$ cat config.mk
export PLATFORM = sky130hd
export DESIGN_NAME = fetch_stage
export DESIGN_NICKNAME = d
export VERILOG_FILES = /design/src/rtl/fetch_pkg.sv /design/src/rtl/fetch_fifo.sv /design/src/rtl/fetch_stage.sv
export SDC_FILE = /design/constraint.sdc
export NUM_CORES = 1
export LEC_CHECK = 0
export ABC_AREA = 1
export CORE_UTILIZATION = 29
export DETAILED_ROUTE_END_ITERATION = 6
export SYNTH_ARGS = -nofsm -noshare
export SYNTH_HDL_FRONTEND = slang
export SYNTH_SLANG_ARGS = --single-unit
$ cat constraint.sdc
create_clock -name clk_i -period 13.3 [get_ports clk_i]
set_input_delay 1.995 -clock clk_i [delete_from_list [all_inputs] [get_ports clk_i]]
set_output_delay 1.995 -clock clk_i [all_outputs]
set_load 0.02 [all_outputs]
$ cat src/rtl/fetch_pkg.sv
// Shared types and constants for the instruction-fetch front end.
package fetch_pkg;

    localparam int unsigned INSTR_W = 32;
    localparam int unsigned PC_W    = 32;

    localparam logic [PC_W-1:0] PC_INC           = 32'd4;
    localparam logic [PC_W-1:0] RESET_PC_DEFAULT = 32'h0000_0000;

    typedef struct packed {
        logic [PC_W-1:0]    pc;
        logic [INSTR_W-1:0] instr;
    } fetch_entry_t;

endpackage

$ cat src/rtl/fetch_fifo.sv
// Synchronous FIFO of fetched {pc, instr} entries; flush wins over push and pop.
module fetch_fifo
    import fetch_pkg::*;
#(
    parameter int unsigned DEPTH = 4,
    localparam int unsigned AW   = $clog2(DEPTH),
    localparam int unsigned CW   = $clog2(DEPTH) + 1
) (
    input  logic         clk_i,
    input  logic         rst_ni,
    input  logic         flush_i,
    input  logic         push_i,
    input  fetch_entry_t data_i,
    input  logic         pop_i,
    output fetch_entry_t head_o,
    output logic         empty_o,
    output logic [CW-1:0] count_o
);

    fetch_entry_t  mem_q [DEPTH];
    logic [AW-1:0] wr_q, wr_d;
    logic [AW-1:0] rd_q, rd_d;
    logic [CW-1:0] cnt_q, cnt_d;
    logic          pop_ok;

    assign empty_o = (cnt_q == '0);
    assign count_o = cnt_q;
    assign head_o  = mem_q[rd_q];
    assign pop_ok  = pop_i && !empty_o;

    always_comb begin
        wr_d  = wr_q;
        rd_d  = rd_q;
        cnt_d = cnt_q;
        if (flush_i) begin
            wr_d  = '0;
            rd_d  = '0;
            cnt_d = '0;
        end else begin
            if (push_i) wr_d = wr_q + AW'(1);
            if (pop_ok) rd_d = rd_q + AW'(1);
            cnt_d = cnt_q + CW'(push_i) - CW'(pop_ok);
        end
    end

    always_ff @(posedge clk_i or negedge rst_ni) begin
        if (!rst_ni) begin
            wr_q  <= '0;
            rd_q  <= '0;
            cnt_q <= '0;
        end else begin
            wr_q  <= wr_d;
            rd_q  <= rd_d;
            cnt_q <= cnt_d;
        end
    end

    // Storage needs no reset: nothing is presented while the count is zero.
    always_ff @(posedge clk_i) begin
        if (push_i && !flush_i) begin
            mem_q[wr_q] <= data_i;
        end
    end

    // The credit scheme upstream must never let a push meet a full buffer.
    assert property (@(posedge clk_i) disable iff (!rst_ni)
        (push_i && !flush_i) |-> (cnt_q != CW'(DEPTH)));

endmodule

$ cat src/rtl/fetch_stage.sv
// Fetch front end: owns the PC, issues imem reads under a credit limit, buffers
// returned words and hands them to decode; redirects flush and drop stale fetches.
module fetch_stage
    import fetch_pkg::*;
#(
    parameter logic [PC_W-1:0] RESET_PC = RESET_PC_DEFAULT,
    parameter int unsigned     DEPTH    = 4
) (
    input  logic               clk_i,
    input  logic               rst_ni,
    output logic               imem_req_o,
    output logic [PC_W-1:0]    imem_addr_o,
    input  logic               imem_gnt_i,
    input  logic               imem_rvalid_i,
    input  logic [INSTR_W-1:0] imem_rdata_i,
    input  logic               redirect_valid_i,
    input  logic [PC_W-1:0]    redirect_pc_i,
    output logic               inst_valid_o,
    input  logic               inst_ready_i,
    output logic [INSTR_W-1:0] instruction_o,
    output logic [PC_W-1:0]    inst_pc_o,
    output logic [PC_W-1:0]    pc_plus4_o
);

    localparam int unsigned CW = $clog2(DEPTH) + 1;

    logic [PC_W-1:0] fetch_pc_q, fetch_pc_d;
    logic [PC_W-1:0] resp_pc_q, resp_pc_d;
    logic [CW-1:0]   outstanding_q, outstanding_d;
    logic [CW-1:0]   drop_cnt_q, drop_cnt_d;
    logic            run_q;

    logic [CW-1:0]   count;
    logic            empty;
    logic [CW:0]     credit_sum;
    logic            issue;
    logic            rsp_ok;
    logic            push;
    logic            pop;
    logic [PC_W-1:0] redirect_target;
    fetch_entry_t    head;
    fetch_entry_t    push_entry;

    assign redirect_target = redirect_pc_i & ~PC_W'(3);
    assign credit_sum      = {1'b0, count} + {1'b0, outstanding_q};

    // run_q keeps imem_req low during reset and until the cycle after release.
    assign imem_req_o  = run_q && !redirect_valid_i && (credit_sum < (CW + 1)'(DEPTH));
    assign imem_addr_o = fetch_pc_q;
    assign issue       = imem_req_o && imem_gnt_i;
    assign rsp_ok      = imem_rvalid_i && (outstanding_q != '0);

    assign inst_valid_o  = !empty && !redirect_valid_i;
    assign pop           = inst_valid_o && inst_ready_i;
    assign instruction_o = head.instr;
    assign inst_pc_o     = head.pc;
    assign pc_plus4_o    = head.pc + PC_INC;

    assign push_entry = '{pc: resp_pc_q, instr: imem_rdata_i};

    always_comb begin
        fetch_pc_d    = fetch_pc_q;
        resp_pc_d     = resp_pc_q;
        outstanding_d = outstanding_q;
        drop_cnt_d    = drop_cnt_q;
        push          = 1'b0;
        if (redirect_valid_i) begin
            fetch_pc_d    = redirect_target;
            resp_pc_d     = redirect_target;
            outstanding_d = outstanding_q - CW'(rsp_ok);
            // Everything still in flight after this cycle belongs to the old path.
            drop_cnt_d    = outstanding_q - CW'(rsp_ok);
        end else begin
            if (issue) fetch_pc_d = fetch_pc_q + PC_INC;
            outstanding_d = outstanding_q + CW'(issue) - CW'(rsp_ok);
            if (rsp_ok) begin
                if (drop_cnt_q != '0) begin
                    drop_cnt_d = drop_cnt_q - CW'(1);
                end else begin
                    push      = 1'b1;
                    resp_pc_d = resp_pc_q + PC_INC;
                end
            end
        end
    end

    always_ff @(posedge clk_i or negedge rst_ni) begin
        if (!rst_ni) begin
            fetch_pc_q    <= RESET_PC;
            resp_pc_q     <= RESET_PC;
            outstanding_q <= '0;
            drop_cnt_q    <= '0;
            run_q         <= 1'b0;
        end else begin
            fetch_pc_q    <= fetch_pc_d;
            resp_pc_q     <= resp_pc_d;
            outstanding_q <= outstanding_d;
            drop_cnt_q    <= drop_cnt_d;
            run_q         <= 1'b1;
        end
    end

    fetch_fifo #(
        .DEPTH (DEPTH)
    ) u_fifo (
        .clk_i   (clk_i),
        .rst_ni  (rst_ni),
        .flush_i (redirect_valid_i),
        .push_i  (push),
        .data_i  (push_entry),
        .pop_i   (pop),
        .head_o  (head),
        .empty_o (empty),
        .count_o (count)
    );

    assert property (@(posedge clk_i) disable iff (!rst_ni)
        imem_rvalid_i |-> (outstanding_q != '0));

endmodule

# Word-level counts from Yosys, hierarchy flattened

Memory sizes are Yosys's and may differ from the RTL's.
Index checks and enable logic that the tools add are counted.

Flip-flop bits (word level): 78
Memories kept: 1
Memory bits (writable): 256
Output and inout port bits: 130

Multiplexer cells: 19
Equal/unequal tests: 1
Add/sub/neg operators: 12
$lt $le $gt $ge: 1
Reductions and logical operators: 20

Memory list:

| memory       | depth | bits a word | rd ports | clocked after memory_dff | write ports | line             | RTL |
|---|---|---|---|---|---|---|---|
| u_fifo.mem_q | 4     | 64          | 1        | 0                        | 1           | fetch_fifo.sv:20 | `fetch_entry_t mem_q [DEPTH];` |

Operators by type and width:

| cell                                                        | number |
|---|---|
| 2-to-1 mux 32 bit                                           | 5 |
| adder 32 x 3 -> 32 bit (second input constant)              | 3 |
| 2-to-1 mux 3 bit                                            | 5 |
| nonzero test 2 bit                                          | 5 |
| subtractor 3 x 1 -> 3 bit                                   | 3 |
| logical AND 1 bit                                           | 8 |
| 2-to-1 mux 2 bit                                            | 4 |
| adder 3 x 1 -> 3 bit                                        | 2 |
| nonzero test 3 bit                                          | 2 |
| 2-to-1 mux 1 bit                                            | 5 |
| adder 2 x 1 -> 2 bit (second input constant)                | 2 |
| adder 3 x 3 -> 4 bit                                        | 1 |
| less-than comparator 4 x 3 -> 1 bit (second input constant) | 1 |
| AND reduction 2 bit                                         | 2 |
| logical NOT 3 bit                                           | 1 |
| subtractor 3 x 1 -> 3 bit (second input constant)           | 1 |
| logical NOT 1 bit                                           | 2 |
| inequality test 2 bit (second input constant)               | 1 |

# Longest topological paths before layout

Gate-level depths: netlist of run 1.

Depth after elaboration: 7
Gate-level depth with buffers: 15
Gate-level depth less buffers: 13

# Cells and area by module

From an unflattened synthesis of run 1, not the netlist that was laid out.

Cell total of the unflattened synthesis: 1,536
Area, all modules: 15,471.1 sq um

By module, submodules not included:

| module      | sequential area each (sq um) | cells each | area each (sq um) | instances |
|---|---|---|---|---|
| fetch_fifo  | 7,862.5                      | 678        | 10,018.4          | 1 |
| fetch_stage | 1,676.6                      | 858        | 5,452.7           | 1 |

# Worst setup path before layout of run 1

OpenSTA, ideal clock, no wires.

Path type: in2reg
From: input port imem_rvalid_i
To: memory u_fifo.mem_q[0][0] (netlist name) (enable)
Path buffers: 1
Stages: 5
Library setup time: 0.482 ns
Required time: 12.818 ns
Data arrival time: 5.237 ns
Slack: 7.581 ns
Path through: nand2_1 > nor2_2 > nand2_1 > clkbuf_1 > nor2_1

Word-level cells in the longest chain between the ends: 6

Ends and longest elaborated chain:

| item                                   | line              | RTL |
|---|---|---|
| from (decl)                            | fetch_stage.sv:14 | `input logic imem_rvalid_i,` |
| logical AND 1 bit                      | fetch_stage.sv:51 | `assign rsp_ok = imem_rvalid_i && (outstanding_q != '0);` |
| 2-to-1 mux 1 bit                       | fetch_stage.sv:76 | `if (rsp_ok) begin` |
| 2-to-1 mux 1 bit                       | fetch_stage.sv:67 | `if (redirect_valid_i) begin` |
| logical AND 1 bit                      | fetch_fifo.sv:60  | `if (push_i && !flush_i) begin` |
| 2-to-1 mux 1 bit                       | fetch_fifo.sv:60  |  |
| 2-to-1 mux 1 bit (implied by the code) | fetch_fifo.sv:61  | `mem_q[wr_q] <= data_i;` |
| to (decl)                              | fetch_fifo.sv:20  |  |

No other way between the ends.

# Worst setup path after layout of run 1

From: register u_fifo.rd_q[0]
To: output port pc_plus4_o[16]

Word-level cells in the longest chain between the ends: 2

Ends and longest elaborated chain:

| item                   | line              | RTL |
|---|---|---|
| from (decl)            | fetch_fifo.sv:22  | `logic [AW-1:0] rd_q, rd_d;` |
| from (signal assigned) | fetch_fifo.sv:53  | `rd_q <= rd_d;` |
| memory (4 x 64 bit)    | n/a               |  |
| adder 32 x 3 -> 32 bit | fetch_stage.sv:57 | `assign pc_plus4_o = head.pc + PC_INC;` |
| to (decl)              | fetch_stage.sv:22 | `output logic [PC_W-1:0] pc_plus4_o` |

No other way between the ends.

==> results.py, run 1 <==
metrics = {
    "clock_network": {
        "cts_resized": 0,
        "clk_pin_slew_worst_paths_ns": 0.06,
        "clkSinkCount": 322,
        "clock-root-buffer": "sky130_fd_sc_hd__clkbuf_16",
        "post_cts.repair.setup_buffers": 0,
        "clock_tree.htree_level_count": 2,
        "tritoncts": "yes",
        "clk-insertion-delay-late_ns": 0.54,
        "cts.hold.buffers_added": 0,
        "cts.path.max_buffers": 3,
        "tritoncts.num_buffers": 38,
    },
    "place": {
        "gp_routability_congestion": 0.868,
        "dpl_hpwl_um": 29200,
        "dpl_worst_slack_ns": 6.67,
        "io_buffer_count": 191,
    },
    "flow_run": {
        "drv_cap": 0,
    },
    "floorplan": {
        "floorplan.initialDensity_pct": 29.3,
        "io-pin-count": 200,
        "core_um2": 53700,
        "fp.dieW_um": 235,
        "std_cell_rows": 85,
        "total_die_area_um2": 55200,
        "die_h_um": 235,
    },
    "setup_path": {
        "worst_ep_arrival_time_ns": 5.15,
        "cp-start-kind": "register",
        "critical_path.endpoint_type": "primary output",
        "worst-setup-path-type": "reg -> out",
        "worstPathRequired_ns": 11.31,
        "worstPathMaxFanout": 73,
    },
    "synth": {
        "yosysWarnings": 0,
        "avgSynthCellArea_um2": 9.15,
        "synthesis.area_um2": 15700,
        "synthDistinctLibCells": 39,
        "post_synthesis_cells": 1720,
        "yosys_register_bits": 322,
        "synth.yosys.seq_area_share_pct": 59.1,
    },
    "timing": {
        "timing_worst_slew_pin_value_ns": 1.02,
        "final-max-slew-violation-count": 0,
        "fmax_mhz": 140,
        "min_period_over_period_pct": 53.7,
        "hold_viol_final": 0,
        "timing.clock.skew_ns": 0.0174,
        "final_critical_path_setup_slack_ns": 6.15,
        "rsz_0062_raised_after_global_routing": "no",
        "fin_setup_tns_ns": 0,
        "worst_slew_margin_rel_pct": 31.7,
        "post-route-min-period_ns": 7.15,
        "timing.final.setup_violations": 0,
    },
    "route": {
        "post_drt_wl_per_cell_um": 16.9,
        "finalWirelength_um": 44400,
        "drt_first_iter_violations": 899,
        "via_per_inst": 4.79,
        "drt_pre_antenna_iters": 5,
        "dr_total_vias": 12600,
        "ant_nets": 0,
        "detail_route.drc_violations": 0,
    },
    "grt": {
        "grt_remaining_overflow": 0,
        "initial_antenna_violation_count": 1,
        "grtUsageTotal_pct": 15.9,
        "first_global_vias": 12100,
        "grt_first_pass_wirelength_um": 69000,
        "grt_max_degree": 85,
    },
    "cells_and_area": {
        "most_common_cell_after_layout_fill_and_taps_aside": "sky130_fd_sc_hd__nand2_1",
        "multi_input_comb_area_um2": 5630,
        "fraction_of_the_core_area_covered_by_cells_at_the_end_of_the_flow_pct": 36.5,
        "layout.nets": 1985,
        "mostFrequentLayoutCells": "542 x sky130_fd_sc_hd__nand2_1, 248 x sky130_fd_sc_hd__edfxtp_1, 189 x sky130_fd_sc_hd__nor2_1, 189 x sky130_fd_sc_hd__clkdlybuf4s50_1, 142 x sky130_fd_sc_hd__nand3_1",
        "layout_overhead_on_the_synthesized_area_pct": 24.4,
        "seqCellArea_um2": 9300,
        "fillCellCount": 5277,
        "final_layout_size_suffix_gt1_share_pct": 5.61,
    },
    "hold_path": {
        "hold_path_class": "reg -> reg",
    },
    "power_and_ir_drop": {
        "vdd_drop_max_mv": 0.0759,
        "power.density_nw_per_um2": 178,
        "p_leak_nw": 7.72,
        "total_power_w": 0.00348,
    },
    "status": {
        "outcome": "completed",
    },
}
==> power by group <==
group,leakage [nW],internal [W],switching (W)
sequential,3.13,0.00117,0.000111
combinational,3.95,0.000412,0.000700
clock,0.633,0.000666,0.000417
total,7.72,0.00225,0.00123
==> worst max-delay path, cell delays in order (launching register included) <==
cell and delay (ns):
sky130_fd_sc_hd__dfrtp_4 0.71, sky130_fd_sc_hd__inv_4 0.51, sky130_fd_sc_hd__buf_4 0.71, sky130_fd_sc_hd__nor2_1 0.09, sky130_fd_sc_hd__nor2_1 0.11, sky130_fd_sc_hd__o21ai_0 0.09, sky130_fd_sc_hd__nand2_1 0.40, sky130_fd_sc_hd__ha_1 0.34
sky130_fd_sc_hd__nand2_1 0.20, sky130_fd_sc_hd__nor2_2 0.28, sky130_fd_sc_hd__nand2_1 0.11, sky130_fd_sc_hd__xor2_1 0.29, sky130_fd_sc_hd__clkdlybuf4s50_1 0.67
==> per-stage QoR <==
stage | hold slack (ns) | cells | cell area, um2
finish | 0.569 | 2622 | 19600
global route | 0.610 | 2622 | 19600
CTS | 0.567 | 2621 | 19600
detailed placement | 0.555 | 2552 | 18300
global placement | 0.546 | 2552 | 18300
floorplan | 0.496 | 1725 | 15800
==> synth_stat cells <==
cell type	instances	area share, %
sky130_fd_sc_hd__nand2_1	542	13
sky130_fd_sc_hd__edfxtp_1	248	47
sky130_fd_sc_hd__nor2_1	193	4.6
sky130_fd_sc_hd__nand3_1	142	4.5
sky130_fd_sc_hd__inv_1	122	2.9
sky130_fd_sc_hd__o21ai_0	100	3.2
sky130_fd_sc_hd__dfrtp_1	74	12
sky130_fd_sc_hd__xor2_1	39	2.2
sky130_fd_sc_hd__clkbuf_1	35	0.83
sky130_fd_sc_hd__o22ai_1	32	1.3
sky130_fd_sc_hd__a21oi_1	23	0.73
sky130_fd_sc_hd__nor3_1	22	0.70
sky130_fd_sc_hd__buf_2	20	0.64
sky130_fd_sc_hd__nand4_1	19	0.76
sky130_fd_sc_hd__ha_1	17	1.4
sky130_fd_sc_hd__o211ai_1	13	0.62
sky130_fd_sc_hd__nor2_2	11	0.44
sky130_fd_sc_hd__buf_4	10	0.48
sky130_fd_sc_hd__nand2_2	10	0.40
sky130_fd_sc_hd__o21bai_1	9	0.43
sky130_fd_sc_hd__buf_6	5	0.36
sky130_fd_sc_hd__inv_2	4	0.095
sky130_fd_sc_hd__nand3b_1	4	0.19
sky130_fd_sc_hd__or2_2	4	0.16
sky130_fd_sc_hd__a31oi_1	3	0.12
sky130_fd_sc_hd__o221ai_1	3	0.17
sky130_fd_sc_hd__and2_1	2	0.079
sky130_fd_sc_hd__conb_1	2	0.048
sky130_fd_sc_hd__fa_1	2	0.25
sky130_fd_sc_hd__a21o_1	1	0.048
sky130_fd_sc_hd__a22oi_1	1	0.048
sky130_fd_sc_hd__a32oi_1	1	0.056
sky130_fd_sc_hd__buf_8	1	0.095
sky130_fd_sc_hd__clkbuf_2	1	0.032
sky130_fd_sc_hd__inv_4	1	0.040
sky130_fd_sc_hd__nor3_2	1	0.064
sky130_fd_sc_hd__o21ai_1	1	0.032
sky130_fd_sc_hd__o2bb2ai_1	1	0.056
sky130_fd_sc_hd__xnor2_1	1	0.056
==> flip-flops by register name, summed over array words and instances, names as in the netlist <==
name            count
outstanding_q       3
u_fifo.mem_q      248
u_fifo.wr_q         2
drop_cnt_q          3
u_fifo.rd_q         2
run_q               1
imem_addr_o        30
u_fifo.count_o      3
resp_pc_q          30
==> per-layer routing <==
layer  GRT usage (%)  vias up  wire length [um]
li1                -     6113                 -
met1            22.1     6011             20400
met2            25.6      387             20400
met3            2.48       59              2590
met4            4.80        0               921
met5               0        -                 0
==> kinds of logic (layout without fill, tap and decap cells) <==
group | after synthesis | count (layout) | share of synthesized area (%)
flops | 322 | 322 | 59.1
other cells | 2 | 8 | 0.0477
compound gates | 188 | 188 | 6.76
xor+xnor | 40 | 40 | 2.23
fa+ha+maj | 19 | 19 | 1.61
buf+inv | 199 | 399 | 5.48
simple gates | 950 | 950 | 24.8
==> area by class of cell <==
cell class / instances / share of cell area (%)
Antenna cell: 1 / 0.0128
Timing Repair Buffer: 203 / 10.2
Multi-Input combinational cell: 1204 / 28.7
Clock inverter: 25 / 1.48
Tap cell: 696 / 4.45
Clock buffer: 44 / 5.18
Inverter: 127 / 2.45
Sequential cell: 322 / 47.5
==> path summary, 6_finish.rpt <==
| check | from | cells past startpoint | slack, ns | endpoint |
|---|---|---|---|---|
| max | u_fifo.rd_q[0]$_DFFE_PN0P_ | 12 | 6.15 | pc_plus4_o[16] |
| min | u_fifo.wr_q[0]$_DFFE_PN0P_ | 1 | 0.57 | u_fifo.wr_q[0]$_DFFE_PN0P_ |
| max reg2reg | drop_cnt_q[0]$_DFFE_PN0P_ | 7 | 9.83 | u_fifo.mem_q[3][9]$_DFFE_PP_ |
| min reg2reg | u_fifo.wr_q[0]$_DFFE_PN0P_ | 1 | 0.57 | u_fifo.wr_q[0]$_DFFE_PN0P_ |
| max in group asynchronous | rst_ni | 2 | 10.82 | u_fifo.rd_q[0]$_DFFE_PN0P_ |
| min in group asynchronous | rst_ni | 1 | 1.29 | imem_addr_o[12]$_DFFE_PN0N_ |
Power figures use the tool's default switching activity.
==> run 2, diff against run 1 <==
clock period = 6.02 ns   (was 13.3 ns; I/O delays follow)
==> run 2 against run 1 <==
- routed wire length increased by 0.88%
- via count increased by 0.24%
- utilization about the same
- sequential cell count unchanged
- count of clock-buffer cells in the layout increased by 11
- sequential share of layout area about the same
- clock skew decreased by 0.0011 ns
- total power increased by 120%
- critical path depth unchanged
- clock power increased by 110%
- hold slack got worse by 0.35 ns
- critical path type unchanged
- critical endpoint is now pc_plus4_o[15]
- highest routed layer unchanged
==> results.py, run 2 (synthesis gave the netlist of run 1 again) <==
metrics = {
    "place": {
        "placedInstanceArea_um2": 18300,
        "gp_routability_congestion": 0.869,
        "io_buffer_count": 191,
        "dpl_hpwl_um": 30000,
    },
    "power_and_ir_drop": {
        "power_frac_seq_pct": 37.3,
        "power.density_nw_per_um2": 387,
        "switching_share_pct": 35.6,
        "total_power_w": 0.00757,
        "vdd_drop_max_mv": 0.163,
        "p_leak_nw": 7.71,
        "p_comb_share_pct": 32.6,
        "power.share.clock_pct": 30.1,
        "intPower_w": 0.00488,
        "net-switching-power_w": 0.00269,
    },
    "timing": {
        "min_period_over_period_pct": 85.7,
        "fmax_mhz": 194,
        "hold_viol_final": 0,
        "fin_setup_tns_ns": 0,
        "timing.clock.skew_ns": 0.0163,
        "timing_worst_slew_pin_value_ns": 1.03,
        "final-max-slew-violation-count": 0,
        "rsz_0062_raised_after_global_routing": "no",
        "timing.final.setup_violations": 0,
        "worst_slew_margin_rel_pct": 31.6,
        "post-route-min-period_ns": 5.16,
    },
    "grt": {
        "initial_antenna_violation_count": 0,
        "grtUsageTotal_pct": 16.0,
        "grt_max_degree": 89,
        "grt_first_pass_wirelength_um": 68700,
        "grt_remaining_overflow": 0,
        "first_global_vias": 12000,
    },
    "cells_and_area": {
        "max_reg_flops": 248,
        "most_common_cell_after_layout_fill_and_taps_aside": "sky130_fd_sc_hd__nand2_1",
        "fin_area_um2": 19600,
        "layout.nets": 1990,
        "max_flop_register": "u_fifo.mem_q",
        "fraction_of_the_core_area_covered_by_cells_at_the_end_of_the_flow_pct": 36.4,
        "mostFrequentLayoutCells": "542 x sky130_fd_sc_hd__nand2_1, 248 x sky130_fd_sc_hd__edfxtp_1, 189 x sky130_fd_sc_hd__nor2_1, 189 x sky130_fd_sc_hd__clkdlybuf4s50_1, 142 x sky130_fd_sc_hd__nand3_1",
        "antenna_cells_inserted": 0,
        "fillCellCount": 5344,
        "layout_overhead_on_the_synthesized_area_pct": 24.3,
        "final_layout_size_suffix_gt1_share_pct": 5.75,
    },
    "setup_path": {
        "worst-setup-path-type": "reg -> out",
        "crit_slowest_cell": "sky130_fd_sc_hd__dfrtp_4",
        "timing.rr.start": "drop_cnt_q[0]$_DFFE_PN0P_",
        "worstPathRequired_ns": 5.12,
        "critPathMaxStageDelay_ns": 0.68,
        "worst_ep_arrival_time_ns": 4.25,
        "critical_path.endpoint_type": "primary output",
        "path_cells": "inv_4, buf_4, nand2_1, nand2_1, nand2_1, nand2_1, nand2_1, nor2_2, nand2_1, nor2_2, xor2_1, clkdlybuf4s50_1",
        "cp-start-kind": "register",
        "cp-startpoint": "u_fifo.rd_q[0]$_DFFE_PN0P_",
        "worstPathMaxFanout": 68,
        "path_common_cell": "sky130_fd_sc_hd__nand2_1",
    },
    "floorplan": {
        "fp.dieW_um": 235,
        "floorplan.initialDensity_pct": 29.3,
        "die_h_um": 235,
        "io-pin-count": 200,
        "total_die_area_um2": 55200,
        "core_um2": 53700,
        "std_cell_rows": 85,
    },
    "clock_network": {
        "post_cts.repair.setup_buffers": 0,
        "cts.path.max_buffers": 3,
        "cts.hold.buffers_added": 0,
        "clkSinkCount": 322,
        "tritoncts.num_buffers": 38,
        "clk-insertion-delay-late_ns": 0.54,
        "clk_pin_slew_worst_paths_ns": 0.06,
        "cts_resized": 0,
        "tritoncts": "yes",
        "clock-root-buffer": "sky130_fd_sc_hd__clkbuf_16",
        "clock_tree.htree_level_count": 2,
    },
    "hold_path": {
        "hold_path_class": "in -> async",
    },
    "route": {
        "finalWirelength_um": 44700,
        "drt_pre_antenna_iters": 5,
        "detail_route.drc_violations": 0,
        "dr_total_vias": 12600,
        "drt_first_iter_violations": 747,
        "via_per_inst": 4.80,
        "post_drt_wl_per_cell_um": 17.0,
        "ant_nets": 0,
    },
    "status": {
        "outcome": "completed",
    },
    "flow_run": {
        "drv_cap": 0,
    },
}
run 2: cell count changes in the layout (fill, tap and decap cells not counted), moves of 2 or more:
cell                        delta
sky130_fd_sc_hd__buf_4         +4
sky130_fd_sc_hd__clkbuf_16     +2
sky130_fd_sc_hd__clkbuf_8      +2
sky130_fd_sc_hd__clkinv_1      -5
sky130_fd_sc_hd__clkbuf_1      +7
sky130_fd_sc_hd__bufinv_16     -4
sky130_fd_sc_hd__inv_6         -3
run 2: routing by layer:
layer / vias to the layer above / wire, um / GRT usage, % / part of all wire, %
li1: 6117 / - / - / -
met5: - / 0 / 0 / 0
met4: 0 / 793 / 4.15 / 1.8
met2: 364 / 20900 / 26.0 / 47
met1: 6066 / 20400 / 21.9 / 46
met3: 53 / 2620 / 2.87 / 5.8
run 2: cell type report:
class | count | area [um2] | area share (%)
Inverter | 127 | 479 | 2.45
Timing Repair Buffer | 208 | 2040 | 10.4
Tap cell | 696 | 871 | 4.45
Sequential cell | 322 | 9300 | 47.5
Multi-Input combinational cell | 1204 | 5630 | 28.8
Clock inverter | 14 | 128 | 0.652
Clock buffer | 55 | 1120 | 5.71
run 2: metrics by stage:
stage,hold slack (ns),setup slack [ns],cells
6_report,0.214,0.862,2626
5_1_grt,0.204,0.597,2626
4_1_cts,0.192,0.831,2626
3_5_place_dp,0.565,1.43,2557
3_3_place_gp,0.544,1.51,2557
2_1_floorplan,0.496,1.39,1725
run 2: worst paths after layout:
check	end	slack (ns)	cells after the start
worst max-delay path	pc_plus4_o[15]	0.86	12
worst min register to register	u_fifo.wr_q[0]$_DFFE_PN0P_	0.57	1
worst max register to register	u_fifo.count_o[2]$_DFF_PN0_	2.70	11
min in group clk_i	u_fifo.wr_q[0]$_DFFE_PN0P_	0.57	1
worst min-delay path	imem_addr_o[12]$_DFFE_PN0N_	0.21	1
max in group asynchronous	u_fifo.rd_q[0]$_DFFE_PN0P_	4.67	2
run 2: power groups by stage:
| stage | sequential (W) | clock [W] | combinational [W] |
|---|---|---|---|
| final | 0.00282 | 0.00228 | 0.00247 |
| after global routing | 0.00285 | 0.00242 | 0.00271 |
| after CTS | 0.00282 | 0.00234 | 0.00250 |
| after detailed placement | 0.00286 | 0 | 0.00249 |
| after global placement | 0.00286 | 0 | 0.00245 |
| after floorplan | 0.00280 | 0 | 0.00148 |
run 2: critical path: cells and delay by family, from the launching register on:
| family | cells | cell delay [ns] |
|---|---|---|
| buf+inv | 3 | 1.56 |
| simple gates | 8 | 1.25 |
| flops | 1 | 0.68 |
| xor+xnor | 1 | 0.20 |
